==> src/rtl/serial_adder.sv <==
// Serial (digit-serial) adder/subtractor.
// Adds two WIDTH-bit operands DIGIT bits per clock using a ripple of
// full-adder cells. A subtraction is A + ~B + 1. The result, carry-out and
// two's-complement overflow are held until the next accepted start.
// WIDTH must be a multiple of DIGIT, and WIDTH must be at least 2.
module serial_adder #(
  parameter int WIDTH = 8,
  parameter int DIGIT = 1
) (
  input  logic             clk,
  input  logic             rst,
  input  logic             start,
  input  logic [WIDTH-1:0] a,
  input  logic [WIDTH-1:0] b,
  input  logic             cin,
  input  logic             sub,
  output logic             busy,
  output logic             done,
  output logic [WIDTH-1:0] sum,
  output logic             cout,
  output logic             overflow
);

  localparam int NDIG = WIDTH / DIGIT;
  localparam int CW   = (NDIG > 1) ? $clog2(NDIG) : 1;
  localparam int IW   = (WIDTH > 1) ? $clog2(WIDTH) : 1;

  typedef enum logic [1:0] {
    IDLE = 2'd0,
    RUN  = 2'd1,
    DONE = 2'd2
  } state_t;

  state_t           state;
  logic [WIDTH-1:0] a_reg;
  logic [WIDTH-1:0] b_reg;
  logic             carry;
  logic [CW-1:0]    cnt;

  logic [IW-1:0]    bit_idx;
  logic [DIGIT-1:0] x_dig;
  logic [DIGIT-1:0] y_dig;
  logic [DIGIT+1:0] add_res;
  logic [DIGIT-1:0] s_dig;
  logic             c_out_dig;
  logic             c_msb_dig;
  logic             last_dig;

  // Ripple of full-adder cells over one digit.
  // Returns {carry into the top bit, carry out of the top bit, sum bits}.
  function automatic logic [DIGIT+1:0] add_digit(
    input logic [DIGIT-1:0] x,
    input logic [DIGIT-1:0] y,
    input logic             c
  );
    logic             c_cur;
    logic             c_in_top;
    logic [DIGIT-1:0] s;
    c_cur    = c;
    c_in_top = c;
    s        = '0;
    for (int i = 0; i < DIGIT; i++) begin
      c_in_top = c_cur;
      s[i]     = x[i] ^ y[i] ^ c_cur;
      c_cur    = (x[i] & y[i]) | (y[i] & c_cur) | (x[i] & c_cur);
    end
    return {c_in_top, c_cur, s};
  endfunction

  // Select the current digit of both operands and add it to the carry.
  always_comb begin
    bit_idx   = IW'(cnt) * IW'(DIGIT);
    x_dig     = a_reg[bit_idx +: DIGIT];
    y_dig     = b_reg[bit_idx +: DIGIT];
    add_res   = add_digit(x_dig, y_dig, carry);
    s_dig     = add_res[DIGIT-1:0];
    c_out_dig = add_res[DIGIT];
    c_msb_dig = add_res[DIGIT+1];
    last_dig  = (cnt == CW'(NDIG - 1));
  end

  // Control FSM with registered busy/done and result registers.
  always_ff @(posedge clk or posedge rst) begin
    if (rst) begin
      state    <= IDLE;
      a_reg    <= '0;
      b_reg    <= '0;
      carry    <= 1'b0;
      cnt      <= '0;
      busy     <= 1'b0;
      done     <= 1'b0;
      sum      <= '0;
      cout     <= 1'b0;
      overflow <= 1'b0;
    end else begin
      case (state)
        IDLE, DONE: begin
          done <= 1'b0;
          if (start) begin
            // Operands and mode are frozen here; later input changes are ignored.
            a_reg <= a;
            b_reg <= sub ? ~b : b;
            carry <= sub ? 1'b1 : cin;
            cnt   <= '0;
            busy  <= 1'b1;
            state <= RUN;
          end else begin
            busy  <= 1'b0;
            state <= IDLE;
          end
        end
        RUN: begin
          sum[bit_idx +: DIGIT] <= s_dig;
          carry                 <= c_out_dig;
          cnt                   <= cnt + CW'(1);
          if (last_dig) begin
            cout     <= c_out_dig;
            overflow <= c_out_dig ^ c_msb_dig;
            busy     <= 1'b0;
            done     <= 1'b1;
            state    <= DONE;
          end else begin
            busy  <= 1'b1;
            state <= RUN;
          end
        end
        default: begin
          busy  <= 1'b0;
          done  <= 1'b0;
          state <= IDLE;
        end
      endcase
    end
  end

endmodule

==> config.mk <==
export PLATFORM = sky130hd
export DESIGN_NAME = serial_adder
export DESIGN_NICKNAME = d
export VERILOG_FILES = /design/src/rtl/serial_adder.sv
export SDC_FILE = /design/constraint.sdc
export NUM_CORES = 1
export LEC_CHECK = 0
export ABC_AREA = 1
export CAP_MARGIN = 15
export CORE_MARGIN = 5
export CORE_UTILIZATION = 55
export DETAILED_ROUTE_END_ITERATION = 16
export PLACE_DENSITY = 0.84
export SLEW_MARGIN = 20
export SYNTH_ARGS = -nofsm -noshare
export SYNTH_HDL_FRONTEND = slang
export SYNTH_SLANG_ARGS = --single-unit
==> constraint.sdc <==
create_clock -name clk -period 5.07 [get_ports clk]
set_input_delay 1.014 -clock clk [delete_from_list [all_inputs] [get_ports clk]]
set_output_delay 1.014 -clock clk [all_outputs]
set_load 0.05 [all_outputs]
==> run_results.csv, run 1 <==
group,metric,value,unit
outcome,status,"completed",
clock_tree,clk_pin_slew_worst_paths,0.11,ns
sta,period_minus_slack,2.57,ns
sta,fin_crit_sh,50.7,%
placement,place_inst,284,
drt,vias,1460,
clock_tree,cts_setup_buffers,0,
setup_path,reg2reg_to,"sum[7]",
sta,slew_viol_final,0,
sta,finClkSkew,0.0121,ns
setup_path,reg2reg_slack,2.69,ns
drt,totalWireLength,3400,um
sta,rsz0062_at_grt,"false",
setup_path,worstPathRequired,4.06,ns
logic_synthesis,ys.flop_type,"dfrtp_1",
clock_tree,clockBufferDepth,2,
power_and_ir_drop,p_leak,1.03,nW
min_path,hold_class,"flop to flop",
setup_path,cp_top_family,"buffers and inverters",
logic_synthesis,syn_area,0.00174,mm^2
logic_synthesis,synth_seq_area_share,47.4,%
sta,worst_pin_slew,0.570,ns
die,rows,20,
die,die_area,0.00439,mm^2
logic_synthesis,synth_compound_area_share,11.4,%
grt,antenna_found_initial,0,
placement,place_congestion,0.848,
setup_path,timing.rr.start,"cnt[0]",
sta,hold_viol_final,0,
power_and_ir_drop,powerDensity,666,mW/mm^2
setup_path,cp_num_buf_inv,1,
sta,finalSetupViolCount,0,
setup_path,cp_num_cells,1,
die,dieWidth,66.3,um
setup_path,arrival,1.56,ns
setup_path,crit_path_start_kind,"flop",
drt,drc,0,
drt,ant_nets,0,
layout,drive_gt1_share,8.06,%
clock_tree,cts_max_level,2,
setup_path,critPathMaxFanout,3,
layout,final_nets,276,
sta,final.setup.tns,0,ns
grt,grt_max_degree,34,
setup_path,reg2regPathDepth,10,
placement,place_area,0.00208,mm^2
drt,route.detailed.wl_per_inst,11.6,um
grt,track_usage,18.7,%
logic_synthesis,synthAdderAreaFrac,6.18,%
die,start_util,57.0,%
drt,first_pass_iters,4,
placement,io_buffers,32,
power_and_ir_drop,ir_worst_vdd,0.242,mV
logic_synthesis,syn_nets,242,
die,core,0.00305,mm^2
clock_tree,cts_tree,"built",
grt,grt_overflow,0,
logic_synthesis,synth_top_family_by_area,"simple AND/OR/NAND/NOR gates",
die,ios,33,
logic_synthesis,ys_ff_latch,33,
clock_tree,cts_buffers,5,
logic_synthesis,yosys_warnings,0,
clock_tree,cts_resized,0,
setup_path,cp-end-kind,"output port",
setup_path,cpPeakStageDelay,0.82,ns
logic_synthesis,synthArstFlopShare,100,%
logic_synthesis,synth_cell_types,22,
clock_tree,cts_root_buffer,"clkbuf_4",
logic_synthesis,synth-edff-count,0,
clock_tree,cts_hold_buf,0,
flow_run,cap_violations,0,
logic_synthesis,syn_inst,213,
layout,syn_to_final_growth,23.7,%
layout,antennaDiodeCount,0,
layout,fin_area,0.00215,mm^2
sta,fmax,0.389,GHz
logic_synthesis,synthMuxAreaShare,0,%
logic_synthesis,synthXorXnorAreaFrac,4.03,%
clock_tree,clock-sinks,33,
logic_synthesis,yosys.area_share.simple,23.6,%
placement,dp.final_hpwl,2580,um
grt,grt_pass1_wl,6180,um
clock_tree,clkLatencyLatePin,0.34,ns
setup_path,crit_chain,"clkdlybuf4s50_1",
layout,final_cells,292,
setup_path,cp_slowest_cell,"clkdlybuf4s50_1",
drt,viasPerCell,5.00,
setup_path,critPathKind,"flop to output port",
setup_path,setup.worst_path.start,"state[0]",
die,fp.dieH,66.3,um
drt,drtIter0Drc,59,
logic_synthesis,syn_avg_cell_area,8.17,um^2
grt,grt_pass1_vias,1419,
setup_path,crit_end,"busy",
sta,maxSlewHeadroom,62.0,%
-- layout by cell type (no fill, tap or decap), drive strengths merged, types with 7 or more instances in the layout --
cell / count
ha: 7
clkdlybuf4s50: 32
nand3: 14
inv: 23
o21ai: 29
clkbuf: 7
dfrtp: 33
nand2: 60
xnor2: 8
nor2: 22
-- worst reg2reg max path, delay by kind of cell, from the launching register on --
family,cells,cell delay (ns)
DFF,1,0.72
and+or+nand+nor,6,0.66
adders and majority gates,1,0.43
AOI/OAI and AO/OA,2,0.30
buffers and inverters,1,0.20
-- routing by layer --
layer	part of all wire [%]	track usage, %
met5	0	0
met4	1.7	6.60
met3	4.5	5.78
met2	50	31.0
met1	43	22.8
-- layout make-up --
class                      instances  area (um^2)
inverter                          23         86.3
tap                               44         55.1
timing repair buffer              33          328
multi-input combinational        151          787
fill                             266          901
clock buffer                       7         65.1
sequential                        33          826
clock inverter                     1         5.00
-- kinds of logic after synthesis --
kind of cell	Yosys count
AND/OR/NAND/NOR	98
AO/OA/AOI/OAI	37
adder cells (fa/ha/maj)	8
buffers and inverters	29
flip-flops	33
XOR/XNOR	8
-- how the worst min path moves through the flow --
stage,startpoint,end,cells after the start
final,sum[5],sum[5],2
after floorplan,a_reg[0],a_reg[0],2
after global placement,sum[4],sum[4],2
after global routing,a_reg[2],a_reg[2],2
after CTS,a_reg[2],a_reg[2],2
after detailed placement,a_reg[2],a_reg[2],2
-- cells in the mapped netlist, types with 3 or more instances --
| library cell | instances | share of area [%] |
|---|---|---|
| nand2_1 | 56 | 12 |
| dfrtp_1 | 33 | 47 |
| o21ai_0 | 24 | 6.9 |
| nor2_1 | 20 | 4.3 |
| inv_1 | 18 | 3.9 |
| nand3_1 | 14 | 4.0 |
| xnor2_1 | 8 | 4.0 |
| ha_1 | 7 | 5.0 |
| inv_2 | 5 | 1.1 |
| o21ai_1 | 5 | 1.4 |
| o211ai_1 | 4 | 1.7 |
| buf_2 | 3 | 0.86 |
| nand2_2 | 3 | 1.1 |
-- power by group --
group	switching, W	internal (W)
Sequential	0.0000897	0.000378
Clock	0.0000891	0.0000803
Combinational	0.000523	0.000273
Total	0.000702	0.000732
-- stage by stage --
stage / setup slack (ns) / utilization, % / hold WS, ns / power (W)
after global routing: 2.33 / 70.5 / 0.518 / 0.00158
after CTS: 2.49 / 70.5 / 0.501 / 0.00144
after floorplan: 3.02 / - / 0.444 / 0.00106
after detailed placement: 2.66 / 68.2 / 0.477 / 0.00127
after global placement: 2.67 / 68.2 / 0.468 / 0.00124
final: 2.50 / 70.5 / 0.498 / 0.00143
No activity file was read; power rests on OpenSTA's default activity.
==> run 2, diff against run 1 <==
--- a/config.mk
+++ b/config.mk
@@ -8,9 +8,9 @@
 export ABC_AREA = 1
 export CAP_MARGIN = 15
 export CORE_MARGIN = 5
-export CORE_UTILIZATION = 55
+export CORE_UTILIZATION = 51
 export DETAILED_ROUTE_END_ITERATION = 16
-export PLACE_DENSITY = 0.84
+export PLACE_DENSITY = 0.78
 export SLEW_MARGIN = 20
 export SYNTH_ARGS = -nofsm -noshare
 export SYNTH_HDL_FRONTEND = slang
==> constraint.sdc (replaced) <==
create_clock -name clk -period 2.6 [get_ports clk]
set_input_delay 0.52 -clock clk [delete_from_list [all_inputs] [get_ports clk]]
set_output_delay 0.52 -clock clk [all_outputs]
set_load 0.05 [all_outputs]
==> run_results.csv, run 2 (synthesized netlist as in run 1, its figures left out) <==
group,metric,value,unit
placement,place_inst,287,
setup_path,critPathKind,"flop to flop",
clock_tree,clock-sinks,33,
drt,vias,1448,
sta,hold_slack,0.492,ns
power_and_ir_drop,ir_worst_vdd,0.557,mV
sta,hold_viol_final,0,
grt,antenna_found_initial,0,
die,fp.dieH,68.4,um
grt,grt_overflow,0,
layout,syn_to_final_growth,25.2,%
setup_path,setup.worst_path.start,"cnt[1]",
placement,dp.final_hpwl,2440,um
outcome,status,"completed",
setup_path,timing.rr.start,"cnt[1]",
sta,maxSlewHeadroom,66.8,%
clock_tree,cts_buffers,5,
sta,slew_viol_final,0,
power_and_ir_drop,p_leak,1.04,nW
die,start_util,52.6,%
power_and_ir_drop,powerDensity,1320,mW/mm^2
layout,antennaDiodeCount,0,
layout,drive_gt1_share,8.43,%
power_and_ir_drop,pwr-share-seq,31.8,%
sta,period_minus_slack,2.21,ns
flow_run,cap_violations,0,
grt,grt_pass1_vias,1386,
power_and_ir_drop,power_frac_comb,54.1,%
grt,track_usage,17.2,%
clock_tree,clockBufferDepth,2,
setup_path,reg2reg_slack,0.39,ns
clock_tree,cts_resized,0,
drt,viasPerCell,4.91,
sta,rsz0062_at_grt,"false",
setup_path,critPathMaxFanout,10,
power_and_ir_drop,p_sw_share,47.5,%
clock_tree,cts_root_buffer,"clkbuf_4",
power_and_ir_drop,power_switching,0.00137,W
power_and_ir_drop,clock_power_share,14.1,%
clock_tree,clk_pin_slew_worst_paths,0.11,ns
die,core,0.00331,mm^2
clock_tree,cts_setup_buffers,0,
layout,final_cell_mix,"56 x nand2_1, 32 x dfrtp_1, 32 x clkdlybuf4s50_1, 24 x o21ai_0, 20 x nor2_1",
drt,route.detailed.wl_per_inst,11.5,um
drt,totalWireLength,3380,um
sta,finalSetupViolCount,0,
sta,finClkSkew,0.00554,ns
die,rows,21,
min_path,hold_class,"flop to flop",
clock_tree,cts_tree,"built",
setup_path,cp-end-kind,"flop",
clock_tree,cts_hold_buf,0,
clock_tree,cts_max_level,2,
drt,drc,0,
setup_path,reg2regPathDepth,11,
setup_path,reg2reg_to,"sum[5]",
layout,num-fill-cells,280,
setup_path,crit_path_start_kind,"flop",
drt,ant_nets,0,
placement,place_congestion,0.917,
drt,first_pass_iters,4,
grt,grt_max_degree,34,
power_and_ir_drop,internal-power,0.00151,W
sta,fmax,0.452,GHz
layout,final_nets,277,
sta,fin_crit_sh,85.2,%
power_and_ir_drop,power.total,0.00288,W
die,dieWidth,68.4,um
die,die_area,0.00468,mm^2
die,ios,33,
sta,worst_pin_slew,0.497,ns
grt,grt_pass1_wl,6020,um
setup_path,worstPathRequired,2.87,ns
setup_path,arrival,2.49,ns
placement,io_buffers,32,
clock_tree,clkLatencyLatePin,0.33,ns
drt,drtIter0Drc,67,
layout,final_common_cell,"nand2_1",
layout,final_cells,295,
setup_path,crit_end,"sum[5]",
sta,final.setup.tns,0,ns
run 2: how the worst min path moves through the flow:
stage	slack [ns]	endpoint	start	cells after the start
after CTS	0.50	b_reg[7]	b_reg[7]	2
after floorplan	0.44	a_reg[0]	a_reg[0]	2
after global routing	0.52	sum[5]	sum[5]	2
after global placement	0.47	sum[4]	sum[4]	2
final	0.49	sum[4]	sum[4]	2
after detailed placement	0.47	sum[4]	sum[4]	2
run 2: cell type report:
class | count | area [um^2] | area share, %
inverters | 23 | 86.3 | 3.96
repair buffers | 34 | 335 | 15.4
flip-flops and latches | 33 | 827 | 38.0
multi-input cells | 151 | 787 | 36.1
clock inverters | 1 | 30.0 | 1.38
clock buffers | 7 | 55.1 | 2.53
well taps | 46 | 57.6 | 2.64
run 2: worst max-delay path, stage by stage, from the launching register on:
cell and delay (ns):
dfrtp_1 0.57, inv_2 0.15, nor2_1 0.12, o21ai_0 0.08, nand3_1 0.09, nand2_1 0.07, fa_1 0.45, nor2_1 0.21
nand2_1 0.10, nor2_1 0.14, nand2_1 0.06, o21ai_1 0.11
run 2: power by group through the flow:
stage | registers (W) | clock network (W) | logic, W
5_1_grt | 0.000951 | 0.000431 | 0.00177
3_3_place_gp | 0.000919 | 0 | 0.00152
2_1_floorplan | 0.00111 | 0 | 0.000961
4_1_cts | 0.000914 | 0.000411 | 0.00157
6_report | 0.000915 | 0.000407 | 0.00155
3_5_place_dp | 0.000924 | 0 | 0.00154
run 2: metrics by stage:
step | cell area (um^2) | setup slack (ns) | utilization (%)
after floorplan | 1740 | 0.546 | -
after global placement | 2090 | 0.412 | 63.2
after detailed placement | 2090 | 0.343 | 63.2
after CTS | 2180 | 0.283 | 65.8
after global routing | 2180 | 0.107 | 65.8
final | 2180 | 0.386 | 65.8
run 2: layer usage:
| layer | track usage [%] | share of wire [%] |
|---|---|---|
| met5 | 0 | 0 |
| met4 | 7.20 | 1.3 |
| met3 | 4.27 | 5.6 |
| met2 | 29.1 | 48 |
| met1 | 20.6 | 45 |
